==> config.mk <==
export PLATFORM = sky130hd
export DESIGN_NAME = gray_counter
export DESIGN_NICKNAME = d
export VERILOG_FILES = /design/src/rtl/gray_counter.sv
export SDC_FILE = /design/constraint.sdc
export NUM_CORES = 1
export LEC_CHECK = 0
export CAP_MARGIN = 20
export CORE_UTILIZATION = 37
export DETAILED_ROUTE_END_ITERATION = 10
export PLACE_DENSITY = 0.74
export SYNTH_ARGS = -nofsm -noshare
export SYNTH_HDL_FRONTEND = slang
export SYNTH_SLANG_ARGS = --single-unit
==> constraint.sdc <==
create_clock -name clk -period 2.1 [get_ports clk]
set_clock_uncertainty 0.05 [all_clocks]
set_input_delay 0.63 -clock clk [delete_from_list [all_inputs] [get_ports clk]]
set_output_delay 0.63 -clock clk [all_outputs]
set_load 0.05 [all_outputs]
==> src/rtl/gray_counter.sv <==
// WIDTH-bit binary up/down counter with its Gray code registered alongside it.
// Optional consistency checker (sticky err) built only when GRAY_CHECK_EN is defined.
module gray_counter #(
   parameter int WIDTH = 4
) (
   input  logic             clk,
   input  logic             rst_n,
   input  logic             en,
   input  logic             up,
   input  logic             load,
   input  logic [WIDTH-1:0] load_val,
   output logic [WIDTH-1:0] b,
   output logic [WIDTH-1:0] g,
   output logic             wrap,
   output logic             err
);

   localparam logic [WIDTH-1:0] ONE      = {{(WIDTH-1){1'b0}}, 1'b1};
   localparam logic [WIDTH-1:0] ALL_ONES = '1;

   logic [WIDTH-1:0] b_q, b_d;
   logic [WIDTH-1:0] g_q, g_d;
   logic             wrap_q, wrap_d;

   always_comb begin
      b_d    = b_q;
      wrap_d = 1'b0;
      if (load) begin
         b_d = load_val;
      end else if (en) begin
         if (up) begin
            b_d    = b_q + ONE;
            wrap_d = (b_q == ALL_ONES);
         end else begin
            b_d    = b_q - ONE;
            wrap_d = (b_q == '0);
         end
      end
      // Gray comes from the next binary value, so b and g always update together.
      g_d = b_d ^ (b_d >> 1);
   end

   // NOTE: state uses non-blocking assignments so every register sees pre-edge values.
   always_ff @(posedge clk) begin
      if (!rst_n) begin
         b_q    <= '0;
         g_q    <= '0;
         wrap_q <= 1'b0;
      end else begin
         b_q    <= b_d;
         g_q    <= g_d;
         wrap_q <= wrap_d;
      end
   end

   assign b    = b_q;
   assign g    = g_q;
   assign wrap = wrap_q;

`ifdef GRAY_CHECK_EN
   logic [WIDTH-1:0] g_dec;
   logic [WIDTH-1:0] g_prev_q;
   logic [WIDTH-1:0] g_diff;
   logic             skip_q;
   logic             mismatch;
   logic             err_q;

   always_comb begin
      g_dec = '0;
      for (int i = 0; i < WIDTH; i++) begin
         g_dec[i] = ^(g_q >> i);
      end
      g_diff   = g_q ^ g_prev_q;
      // More than one bit set in g_diff means a multi-bit Gray step.
      mismatch = (g_dec != b_q) || (!skip_q && ((g_diff & (g_diff - ONE)) != '0));
   end

   always_ff @(posedge clk) begin
      if (!rst_n) begin
         g_prev_q <= '0;
         skip_q   <= 1'b1;
         err_q    <= 1'b0;
      end else begin
         g_prev_q <= g_q;
         skip_q   <= load;
         err_q    <= err_q | mismatch;
      end
   end

   assign err = err_q;
`else
   assign err = 1'b0;
`endif

endmodule
==> metrics.md <==
| Metric | Value |
|---|---|
| Run status | `completed` |
| Finish-stage setup viols | `0` |
| Hold Path Class | `flip-flop to flip-flop` |
| Crit Path Class | `primary input to flip-flop` |
| Vias in the first global route | `441` |
| Global-route wire length before repair | `1.77 mm` |
| Max-slew violations | `0` |
| Fin nets | `93` |
| CTS Sinks | `8` |
| RSZ-0062 raised after global routing | `no` |
| Final period util | `0.957` |
| Pin count of the biggest net entering global routing | `11` |
| H-tree depth | `1` |
| Drt total wl | `1.08 mm` |
| DRC Markers | `0` |
| Area delta synth->final | `45.6%` |
| TritonCTS Buffers | `3` |
| Final RePlAce weighted congestion | `0.689` |
| FMAX | `498 MHz` |
| Largest cells by area after synthesis | `dfxtp_1 (32%), ha_1 (5.0%), buf_4 (4.5%)` |
| Post-DP HPWL | `834 um` |
| Ys flop type | `dfxtp_1` |
| Critical Path Fanout Max | `2` |
| Avg WL per Cell | `11.6 um` |
| Startpoint Class | `primary input` |
| Hold Vio Cnt, Final | `0` |
| Clock share of power | `0.224` |
| Row count | `12` |
| Core box area | `0.00119 mm2` |
| Die H | `38.8 um` |
| Synthesized flop and latch total | `8` |
| Seq pwr share | `0.357` |
| Minimum clock period | `2.01 ns` |
| Antenna cells | `0` |
| CTS tree | `built` |
| Post-CTS Setup Inserts | `0` |
| Reg area | `160 um2` |
| Width of the chip | `38.8 um` |
| Share of the synthesized area in the top cell type | `0.319` |
| Post-synthesis cell area | `502 um2` |
| Worst-skew pair later-pin latency | `0.25 ns` |
| Reg2reg setup slack | `0.27 ns` |
| Multi-input logic area | `323 um2` |
| Util after Layout | `0.616` |
| Net Switching | `0.183 mW` |
| VDD IR max | `442 uV` |
| Mapped Cells | `55` |
| Max-cap violations | `0` |
| Synth unique cells | `34` |
| Most common cell in the netlist | `dfxtp_1` |
| Max clock buf depth | `2` |
| Top Ports | `19` |
| P_int | `0.323 mW` |
| Fill count | `111` |
| CP Data Required Time | `2.19 ns` |
| Syn nets | `67` |
| Power Density | `693 mW/mm2` |
| Initial antenna violation count | `0` |
| Clock-pin slew on the worst setup and hold paths | `0.05 ns` |
| Ratio of cells with drive above 1 in the final layout | `0.354` |
| Port Buffers | `17` |
| Synthesized area per cell | `9.12 um2` |
| DIE AREA | `0.00151 mm2` |
| Sw Share | `0.362` |
| Most frequent cells after synthesis | `dfxtp_1 (8), nor2_1 (6), a21oi_1 (3), buf_4 (3)` |
| 1st-iter DRT viols | `8` |
| Routed Antenna Nets | `0` |
| Root Driver | `clkbuf_4` |
| Synth async-reset ratio | `0` |
| Sequential area share after synthesis | `0.319` |
| GRT Resource Usage Total | `0.178` |
| Starting Density | `0.423` |
| GRT overflow | `0` |
| Combinational share of power | `0.419` |
| Synth warnings | `0` |
| DR pass1 iterations | `4` |
| Cell taking the most area after synthesis | `dfxtp_1` |
| DR vias/cell | `5.18` |
| Pleak | `0.341 nW` |
| Post-synth EDFFs | `0` |
| Hold_buf cts | `0` |
| CP Capture Type | `flip-flop` |
| Hold WS | `0.622 ns` |
| Via count | `482` |
| Critical path arrival | `2.10 ns` |
-- registers in the layout, summed over array words and instances (netlist names) --
signal / count
b: 4
g: 3
wrap: 1
-- per-layer routing --
layer	wire length [um]	vias up	global-route usage
met5	0	-	0
li1	-	245	-
met3	71	2	0.0867
met2	491	16	0.292
met1	511	219	0.201
met4	4	0	0.0517
-- power by group through the flow --
stage	clock network [mW]	logic, mW	registers (mW)
2_1_floorplan	0	0.0843	0.237
3_3_place_gp	0	0.203	0.183
4_1_cts	0.121	0.213	0.181
3_5_place_dp	0	0.207	0.183
6_report	0.114	0.212	0.181
5_1_grt	0.130	0.226	0.183
-- cell families (layout without fill, tap and decap cells) --
kind of cell | count (synthesis) | count (layout) | synth area share
muxes | 4 | 4 | 0.0923
adders and majority gates | 3 | 3 | 0.0898
DFF | 8 | 8 | 0.319
and+or+nand+nor | 19 | 19 | 0.222
buffers and inverters | 6 | 30 | 0.0673
xor gates and xnor gates | 3 | 3 | 0.0524
other | 1 | 1 | 0.00747
AOI/OAI and AO/OA | 11 | 11 | 0.150
-- critical path, stage by stage --
cell and delay (ns):
dlygate4sd2_1 0.24, or4b_1 0.51, a221o_1 0.34, nand3_2 0.09, mux2_4 0.29
-- timing repair --
action / in CTS / in global routing
setup endpoints to repair: 5 / 2
gates resized for setup: 8 / 1
pin swaps: 2 / 1
-- placed cells by master, fill, tap and decap left out, types with 2 or more instances in the layout --
master,n
buf_4,17
dfxtp_1,8
nor2_1,6
clkdlybuf4s50_1,5
a21oi_1,3
clkbuf_4,3
nor3_1,2
mux2i_1,2
ha_1,2
dlygate4sd2_1,2
-- path summary, 6_finish.rpt --
path | from | end | cells after the start
max reg2reg | b[1] | g[2] | 5
max | load | g[2] | 5
min | b[2] | wrap | 4
min reg2reg | b[2] | wrap | 4
-- through the flow --
stage / setup slack [ns] / cells / TNS (ns) / instance area (um2) / power [mW]
2_1_floorplan: 0.00786 / 55 / 0 / 502 / 0.321
3_3_place_gp: -0.523 / 90 / -2.17 / 701 / 0.386
3_5_place_dp: -0.538 / 90 / -2.30 / 701 / 0.390
4_1_cts: 0.0122 / 93 / 0 / 736 / 0.515
5_1_grt: 0.0614 / 93 / 0 / 731 / 0.538
6_report: 0.0906 / 93 / 0 / 731 / 0.506
-- final cells by class --
| cell class | count | share of cell area |
|---|---|---|
| inverter | 2 | 0.0103 |
| sequential | 8 | 0.219 |
| multi-input combinational | 41 | 0.442 |
| clock buffer | 3 | 0.0308 |
| tap | 14 | 0.0240 |
| timing repair buffer | 25 | 0.274 |
Note: power is estimated with default switching activity, not from simulation.
